[src/rtl/mult_div_unit_if.sv]
// rtl/mult_div_unit_if.sv - request/result bundle between the EX stage and the multiply/divide unit
interface mult_div_unit_if #(
  parameter int DATA_WIDTH = 32
);
  logic                  start;
  logic [1:0]            op;
  logic [DATA_WIDTH-1:0] operand_1;
  logic [DATA_WIDTH-1:0] operand_2;
  logic                  flush;
  logic                  stall_request;
  logic                  done;
  logic [DATA_WIDTH-1:0] hi;
  logic [DATA_WIDTH-1:0] lo;

  modport master (
    output start, op, operand_1, operand_2, flush,
    input  stall_request, done, hi, lo
  );

  modport slave (
    input  start, op, operand_1, operand_2, flush,
    output stall_request, done, hi, lo
  );
endinterface

[src/rtl/mult_div_unit.sv]
// rtl/mult_div_unit.sv - iterative radix-2 MULT/MULTU/DIV/DIVU unit writing a 64-bit HI/LO result
module mult_div_unit #(
  parameter int DATA_WIDTH = 32
) (
  input  logic            clk,
  input  logic            rst,
  mult_div_unit_if.slave  md
);
  localparam int W  = DATA_WIDTH;
  localparam int CW = $clog2(W);
  localparam logic [CW-1:0] LAST_ITER = CW'(W - 1);

  typedef enum logic [1:0] {IDLE, RUN, DONE} state_t;

  state_t          r_state;
  state_t          w_state_next;
  logic            w_stall;
  logic            w_done;

  logic [CW-1:0]   r_cnt;
  logic            r_is_div;
  logic            r_neg_q;
  logic            r_neg_r;
  logic            r_div0;
  logic [W-1:0]    r_a;
  logic [W-1:0]    r_b;
  logic [2*W-1:0]  r_acc;
  logic [W-1:0]    r_hi;
  logic [W-1:0]    r_lo;

  logic            w_sign1;
  logic            w_sign2;
  logic [W-1:0]    w_mag1;
  logic [W-1:0]    w_mag2;

  logic [W:0]      w_mul_sum;
  logic [2*W-1:0]  w_mul_next;
  logic [W:0]      w_div_shift;
  logic [W+1:0]    w_div_diff;
  logic            w_div_ok;
  logic [W-1:0]    w_div_rem;
  logic [2*W-1:0]  w_div_next;
  logic [2*W-1:0]  w_acc_next;
  logic [2*W-1:0]  w_prod_fix;
  logic [W-1:0]    w_quo_fix;
  logic [W-1:0]    w_rem_fix;

  assign w_sign1 = ~md.op[0] & md.operand_1[W-1];
  assign w_sign2 = ~md.op[0] & md.operand_2[W-1];
  assign w_mag1  = w_sign1 ? -md.operand_1 : md.operand_1;
  assign w_mag2  = w_sign2 ? -md.operand_2 : md.operand_2;

  // Multiply: add the multiplicand into the upper half, then shift the whole product right.
  assign w_mul_sum  = {1'b0, r_acc[2*W-1:W]} + (r_b[0] ? {1'b0, r_a} : '0);
  assign w_mul_next = {w_mul_sum, r_acc[W-1:1]};

  // Divide: upper half is the partial remainder, lower half collects quotient bits.
  assign w_div_shift = {r_acc[2*W-1:W], r_a[W-1]};
  assign w_div_diff  = {1'b0, w_div_shift} - {2'b00, r_b};
  assign w_div_ok    = ~w_div_diff[W+1];
  assign w_div_rem   = w_div_ok ? w_div_diff[W-1:0] : w_div_shift[W-1:0];
  assign w_div_next  = {w_div_rem, r_acc[W-2:0], w_div_ok};

  assign w_acc_next = r_is_div ? w_div_next : w_mul_next;

  // A zero divisor leaves remainder = |dividend|, so the sign fix restores the raw dividend.
  assign w_prod_fix = r_neg_q ? -w_acc_next : w_acc_next;
  assign w_quo_fix  = r_div0 ? '1 : (r_neg_q ? -w_acc_next[W-1:0] : w_acc_next[W-1:0]);
  assign w_rem_fix  = r_neg_r ? -w_acc_next[2*W-1:W] : w_acc_next[2*W-1:W];

  always_ff @(posedge clk) begin
    if (rst) begin
      r_state <= IDLE;
    end else begin
      r_state <= w_state_next;
    end
  end

  always_comb begin
    w_state_next = r_state;
    w_stall      = 1'b0;
    w_done       = 1'b0;
    case (r_state)
      IDLE: begin
        if (md.start && !md.flush) begin
          w_state_next = RUN;
          w_stall      = 1'b1;
        end
      end
      RUN: begin
        w_stall = 1'b1;
        if (r_cnt == LAST_ITER) begin
          w_state_next = DONE;
        end
      end
      DONE: begin
        w_done       = 1'b1;
        w_state_next = IDLE;
      end
      default: w_state_next = IDLE;
    endcase
    if (md.flush) begin
      w_state_next = IDLE;
    end
  end

  always_ff @(posedge clk) begin
    if (rst) begin
      r_cnt    <= '0;
      r_is_div <= 1'b0;
      r_neg_q  <= 1'b0;
      r_neg_r  <= 1'b0;
      r_div0   <= 1'b0;
      r_a      <= '0;
      r_b      <= '0;
      r_acc    <= '0;
      r_hi     <= '0;
      r_lo     <= '0;
    end else if (md.flush) begin
      r_cnt <= '0;
    end else begin
      case (r_state)
        IDLE: begin
          if (md.start) begin
            r_is_div <= md.op[1];
            r_neg_q  <= w_sign1 ^ w_sign2;
            r_neg_r  <= md.op[1] & w_sign1;
            r_div0   <= md.op[1] & (md.operand_2 == '0);
            r_a      <= w_mag1;
            r_b      <= w_mag2;
            r_acc    <= '0;
            r_cnt    <= '0;
          end
        end
        RUN: begin
          r_acc <= w_acc_next;
          r_cnt <= r_cnt + 1'b1;
          if (r_is_div) begin
            r_a <= {r_a[W-2:0], 1'b0};
          end else begin
            r_b <= {1'b0, r_b[W-1:1]};
          end
          if (r_cnt == LAST_ITER) begin
            if (r_is_div) begin
              r_hi <= w_rem_fix;
              r_lo <= w_quo_fix;
            end else begin
              r_hi <= w_prod_fix[2*W-1:W];
              r_lo <= w_prod_fix[W-1:0];
            end
          end
        end
        default: ;
      endcase
    end
  end

  assign md.stall_request = w_stall;
  assign md.done          = w_done;
  assign md.hi            = r_hi;
  assign md.lo            = r_lo;
endmodule

[src/flat_wrapper.sv]
// flat-port wrapper written by rule: the top's interface ports become plain ports
module mult_div_unit_flat 
#(
  parameter int DATA_WIDTH = 32
)
  (clk, rst, md_start, md_op, md_operand_1, md_operand_2, md_flush, md_stall_request, md_done, md_hi, md_lo);
  mult_div_unit_if #(.DATA_WIDTH(DATA_WIDTH)) md_i ();
  input  logic clk;
  input  logic rst;
  input wire logic [$bits(md_i.start)-1:0] md_start;
  input wire logic [$bits(md_i.op)-1:0] md_op;
  input wire logic [$bits(md_i.operand_1)-1:0] md_operand_1;
  input wire logic [$bits(md_i.operand_2)-1:0] md_operand_2;
  input wire logic [$bits(md_i.flush)-1:0] md_flush;
  output wire logic [$bits(md_i.stall_request)-1:0] md_stall_request;
  output wire logic [$bits(md_i.done)-1:0] md_done;
  output wire logic [$bits(md_i.hi)-1:0] md_hi;
  output wire logic [$bits(md_i.lo)-1:0] md_lo;
  assign md_i.start = md_start;
  assign md_i.op = md_op;
  assign md_i.operand_1 = md_operand_1;
  assign md_i.operand_2 = md_operand_2;
  assign md_i.flush = md_flush;
  assign md_stall_request = md_i.stall_request;
  assign md_done = md_i.done;
  assign md_hi = md_i.hi;
  assign md_lo = md_i.lo;
  mult_div_unit #(.DATA_WIDTH(DATA_WIDTH)) u_core (.clk(clk), .rst(rst), .md(md_i));
endmodule
[config.mk]
export PLATFORM = sky130hd
export DESIGN_NAME = mult_div_unit_flat
export DESIGN_NICKNAME = d
export VERILOG_FILES = /design/src/rtl/mult_div_unit_if.sv /design/src/rtl/mult_div_unit.sv /design/src/flat_wrapper.sv
export SDC_FILE = /design/constraint.sdc
export NUM_CORES = 1
export LEC_CHECK = 0
export CAP_MARGIN = 10
export CORE_UTILIZATION = 38
export CTS_CLUSTER_SIZE = 20
export DETAILED_ROUTE_END_ITERATION = 6
export MAX_ROUTING_LAYER = met4
export PLACE_DENSITY = 0.62
export SETUP_SLACK_MARGIN = 0.5
export SLEW_MARGIN = 20
export SYNTH_ARGS = -nofsm -noshare
export SYNTH_HDL_FRONTEND = slang
export SYNTH_SLANG_ARGS = --single-unit
[constraint.sdc]
create_clock -name clk -period 5.75 [get_ports clk]
set_clock_uncertainty 0.05 [all_clocks]
set_input_delay 0.575 -clock clk [delete_from_list [all_inputs] [get_ports clk]]
set_output_delay 0.575 -clock clk [all_outputs]
set_load 0.01 [all_outputs]
======== Word-level counts from Yosys, hierarchy flattened ========
Cells that the tools add are included.
Widths: inputs -> output; s select.
storage, ports and cells
  register bits after elaboration ......... 203
  output and inout bits ................... 66
cells by class
  $add $sub $neg .......................... 8
  equal/unequal tests ..................... 8
  mux-type cells .......................... 27
  bitwise gates (word level) .............. 8
  reduce and logical (&&, ||, !) cells .... 13
operator list
  operator             number
  $mux 32              13
  $mux 64              3
  $neg 32->32          4
  $pmux 32 s2          2
  $pmux 64 s2          1
  $neg 64->64          1
  $sub 33x32->34       1
  $add 32x33->33       1
  $logic_not 32->1     1
  $pmux 5 s2           1
  $reduce_and 3->1     3
  $reduce_and 4->1     2
  $ne 2x1->1 const B   3
  $add 5x1->5 const B  1
  $eq 5x5->1 const B   1
  $mux 5               1
  $and 1x1->1          4
  $mux 2               2
  $ne 2x2->1 const B   2
  $pmux 2 s2           1
  $reduce_and 2->1     2
  $not 1->1            3
  $eq 2x1->1 const B   1
  $eq 2x2->1 const B   1
  8 further kinds      9

======== Longest topological paths before layout ========
  depth after elaboration ................. 7
  depth in mapped cells ................... 25

======== Worst setup path before layout ========
OpenSTA, ideal clock, no wires.
  path type ............................... register to register
  start ................................... reg u_core.r_is_div
  end ..................................... reg u_core.r_hi[22], in the netlist u_core.md.hi[22]
  library setup time ...................... 74 ps
  arrival time ............................ 5065 ps
  required time ........................... 5626 ps
  setup slack ............................. 560 ps
  stages on the path, launching flop included .. 21
  path buffers ............................ 7
  path through ............................ dfxtp_1 clkbuf_1 clkbuf_1 clkbuf_1 clkbuf_1 buf_1 clkbuf_1 buf_1 mux2i_1 ha_1 nand2b_1 a21oi_1 o211a_1 nor3b_1 nand3_1 nor3_1 o21bai_1 nor4_1 nor2_1 or3_1 a31oi_1
on the way
  word-level cells in the longest chain between the ends .. 4
  elaborated cells between the ends (all ways) .. 6
  classes of those cells .................. 2 x add/sub; 4 x mux
ends and longest elaborated chain
  item                                        RTL line                                  RTL
  from (decl)                                 mult_div_unit.sv:21                       logic r_is_div;
  from (signal assigned)                      mult_div_unit.sv:125                      r_is_div <= md.op[1];
  $mux 64                                     mult_div_unit.sv:64                       assign w_acc_next = r_is_div ? w_div_next : w_mul_next;
  $neg 64->64 or $neg 32->32 (tied branches)  mult_div_unit.sv:67, mult_div_unit.sv:69
  $mux 64 or $mux 32 (tied branches)          mult_div_unit.sv:67, mult_div_unit.sv:69
  $mux 32 *                                   mult_div_unit.sv:144                      if (r_is_div) begin
  to (signal assigned)                        mult_div_unit.sv:145                      r_hi <= w_rem_fix;
  to (signal assigned)                        mult_div_unit.sv:148                      r_hi <= w_prod_fix[2*W-1:W];
  to (decl)                                   mult_div_unit.sv:28                       logic [W-1:0] r_hi;
Every way passes the cells marked *; elsewhere a longest branch is shown, timed or not.
A chain may end at the register's enable or synchronous reset.

======== Final worst setup path ========
  start ................................... reg u_core.r_acc[45]
  end ..................................... reg u_core.r_hi[26], in the netlist u_core.md.hi[26]
on the way
  word-level cells in the longest chain between the ends .. 6
  elaborated cells between the ends (all ways) .. 10
  classes of those cells .................. 4 x add/sub; 5 x mux; 1 x bitwise
ends and longest elaborated chain
  item                                        RTL line                                  RTL
  from (decl)                                 mult_div_unit.sv:27                       logic [2*W-1:0] r_acc;
  from (signal assigned)                      mult_div_unit.sv:136                      r_acc <= w_acc_next;
  $sub 33x32->34                              mult_div_unit.sv:59                       assign w_div_diff = {1'b0, w_div_shift} - {2'b00, r_b};
  $mux 32 or $not 1->1 (tied branches)        mult_div_unit.sv:61, mult_div_unit.sv:60
  $mux 64 *                                   mult_div_unit.sv:64
  $neg 64->64 or $neg 32->32 (tied branches)  mult_div_unit.sv:67, mult_div_unit.sv:69
  $mux 64 or $mux 32 (tied branches)          mult_div_unit.sv:67, mult_div_unit.sv:69
  $mux 32 *                                   mult_div_unit.sv:144
Marks and branches as above.

==> results.ini <==
[run_status]
status=finished clean

[power_and_ir_drop]
seq_power_share_pct=36.2
swShare_pct=32.5
p_comb_share_pct=24.3
power.density_mw_per_mm2=214
power_leakage_nw=7.09
pwr-share-clk_pct=39.4
irDropWorstVdd_mv=0.235
switchingPower_w=0.00131
fin_total_pwr_w=0.00404
p_int_w=0.00273

[global_route]
grt_pass1_wl_um=90100
grt_start_max_net_pins=113
grt_pass1_vias=15500
grt_overflow=0
antenna_found_initial=0
groute.usage.overall_pct=28.3

[critical_path]
cp.depth=18
endpoint_kind=flop
cp-start-kind=flop
worst-path-buf-inv=3
reg2reg_depth=18
cp_data_arrival_time_ns=5.46
ff2ff_setup_slack_ns=0.68
path_class=flop to flop
r2r_end=u_core.md.hi[26]
cp_cell_sequence=ha_1 -> nand2_1 -> nor4_4 -> buf_4 -> o211ai_4 -> a311o_1 -> buf_6 -> nand3_1 -> a31o_2 -> ha_1 -> inv_1 -> a2111o_1 -> or4b_4 -> or3_4 -> nor4_4 -> a211oi_1 -> a31o_1 -> a2111oi_2
max_stage_delay_ns=0.52
worstPathMaxFanout=16
reg2reg_from=u_core.r_acc[45]
required_ns=6.13
critPathTopFamily=compound AO/OA/AOI/OAI gates
slowest_stage=or4b_4

[hold_path]
min_path_cells=2
hold_path.class=primary input to flop
min_to=u_core.md.hi[7]
hold_start=rst

[yosys]
synth_area_mm2=0.0157
synth_seq_cells=203
synth_edf_count=0
ys_seq_area_share_pct=25.8
yosysWarnings=0
synth_nets=2257
syn_inst=2114
avgSynthCellArea_um2=7.45
async_reset_ff_share_pct=0
synth_cell_type_count=90
ys.flop_type=dfxtp_1

[timing]
fin_crit_ns=5.07
report.final.slew_viol_count=0
hold_viol=0
relSlewSlack_pct=29.8
tightestPinTransition_ns=1.05
tns_ns=0
fmax_ghz=0.197
finalCritPeriodShare_pct=88.2
rsz0062_at_grt=no
setup_viol=0

[finish]
final_cell_mix=nor2_1, dfxtp_1, nand2_1
final_area_mm2=0.0188
fillers=4192
utilization_pct=46.2
antenna_cells=0
final_common_cell=nor2_1
area_delta_synth_final_pct=19.7
final_nets=2354
layout-drive-gt1-share_pct=8.81

[clock_network]
clock_path_buffers=3
cts_tree=built
cts_hold_buf=0
cts-root-buf=clkbuf_16
worst_skew_pair.late_latency_ns=0.57
numCtsBuffers=26
clock_sinks=203
ctsHtreeMaxLevel=1
path_clk_slew_ns=0.06

[drt]
drtIter0Drc=1261
finalWirelength_um=58800
routedWlPerCell_um=21.3
num_vias=16600
vias_per_cell=6.01
ant_nets=0
dr.pass1.iters=5
route.detailed.drc=0

[die]
rows=74
start_util_pct=38.6
die_w_um=206
die_area_mm2=0.0422
fp.dieH_um=206
pin_count=136
core_mm2=0.0408

[placed_design]
globalplace.congestion=0.991
dpl.hpwl_um=45100
place_area_mm2=0.0177
io_buffers=135

[flow_run]
cap_violations=0

-- timing repair --
item                                    CTS  global route
resized for setup                         5            53
buffers inserted                          2             5
pin swaps                                 1             7
cloned                                    0             0
endpoints found under the setup margin   15            24
-- cell type report --
class	instances	area, um^2	area share (%)
Multi-Input combinational cell	1718	11200	59.4
Sequential cell	203	4070	21.6
Clock inverter	13	136	0.724
Clock buffer	29	672	3.57
Tap cell	532	666	3.53
Inverter	59	221	1.18
Timing Repair Buffer	203	1880	9.99
-- per-layer routing --
layer	up-vias	track usage (%)	part of all wire, %
li1	7968	-	-
met1	7953	35.6	44
met2	537	47.1	47
met3	122	3.06	5.4
met4	0	8.84	3.7
met5	-	-	0
-- power by group through the flow --
stage                     Combinational [W]  Clock, W  Sequential [W]
final                              0.000983   0.00159         0.00146
after floorplan                    0.000587         0         0.00148
after CTS                          0.000936   0.00163         0.00146
after detailed placement           0.000924         0         0.00149
after global routing                0.00106   0.00168         0.00147
after global placement             0.000923         0         0.00149
-- per-stage QoR --
stage	worst slack, ns	hold WS [ns]	instances
after floorplan	0.560	0.386	2114
final	0.676	0.206	2757
after global placement	0.379	0.393	2708
after global routing	0.501	0.204	2757
after CTS	0.499	0.196	2752
after detailed placement	0.171	0.397	2708
-- cell usage after synthesis (27+ instances only) --
cell	n	share of area [%]
and2_1	44	1.7
o211ai_1	28	1.3
a211oi_1	92	4.4
nand2_1	188	4.5
nor3_1	48	1.5
dfxtp_1	203	26
o21ai_0	141	4.5
xnor2_1	93	5.2
clkbuf_1	109	2.6
nor2_1	265	6.3
a21oi_1	176	5.6
mux2i_1	43	2.7
a21o_1	32	1.5
xor2_1	53	2.9
nand4_1	27	1.1
a221oi_1	33	1.8
nand3_1	33	1.0
ha_1	71	5.6
inv_1	59	1.4
-- registers in the layout, indices dropped and copies added (netlist names) --
signal	flops
u_core.r_neg_q	1
u_core.r_is_div	1
u_core.r_cnt	5
u_core.md.hi	32
u_core.r_b	32
u_core.md.lo	32
u_core.r_neg_r	1
u_core.r_a	32
u_core.r_state	2
u_core.r_div0	1
u_core.r_acc	64
-- worst max-delay path by stage --
| stage | from | endpoint |
|---|---|---|
| 3_3_place_gp | u_core.r_b[13] | u_core.md.hi[22] |
| 3_5_place_dp | u_core.r_b[13] | u_core.md.hi[26] |
| 4_1_cts | u_core.r_b[20] | u_core.md.hi[26] |
| 6_report | u_core.r_acc[45] | u_core.md.hi[26] |
| 2_1_floorplan | u_core.r_is_div | u_core.md.hi[22] |
| 5_1_grt | u_core.r_acc[57] | u_core.md.hi[22] |
-- kinds of logic after synthesis --
logic type               count (synthesis)  synth area share [%]
adder cells (fa/ha/maj)                 73                  5.90
AO/OA/AOI/OAI                          697                  29.6
flip-flops                             203                  25.8
AND/OR/NAND/NOR                        757                  23.0
XOR/XNOR                               146                  8.12
buffers and inverters                  193                  4.70
multiplexers                            45                  2.88
No activity file was read; power rests on OpenSTA's default activity.
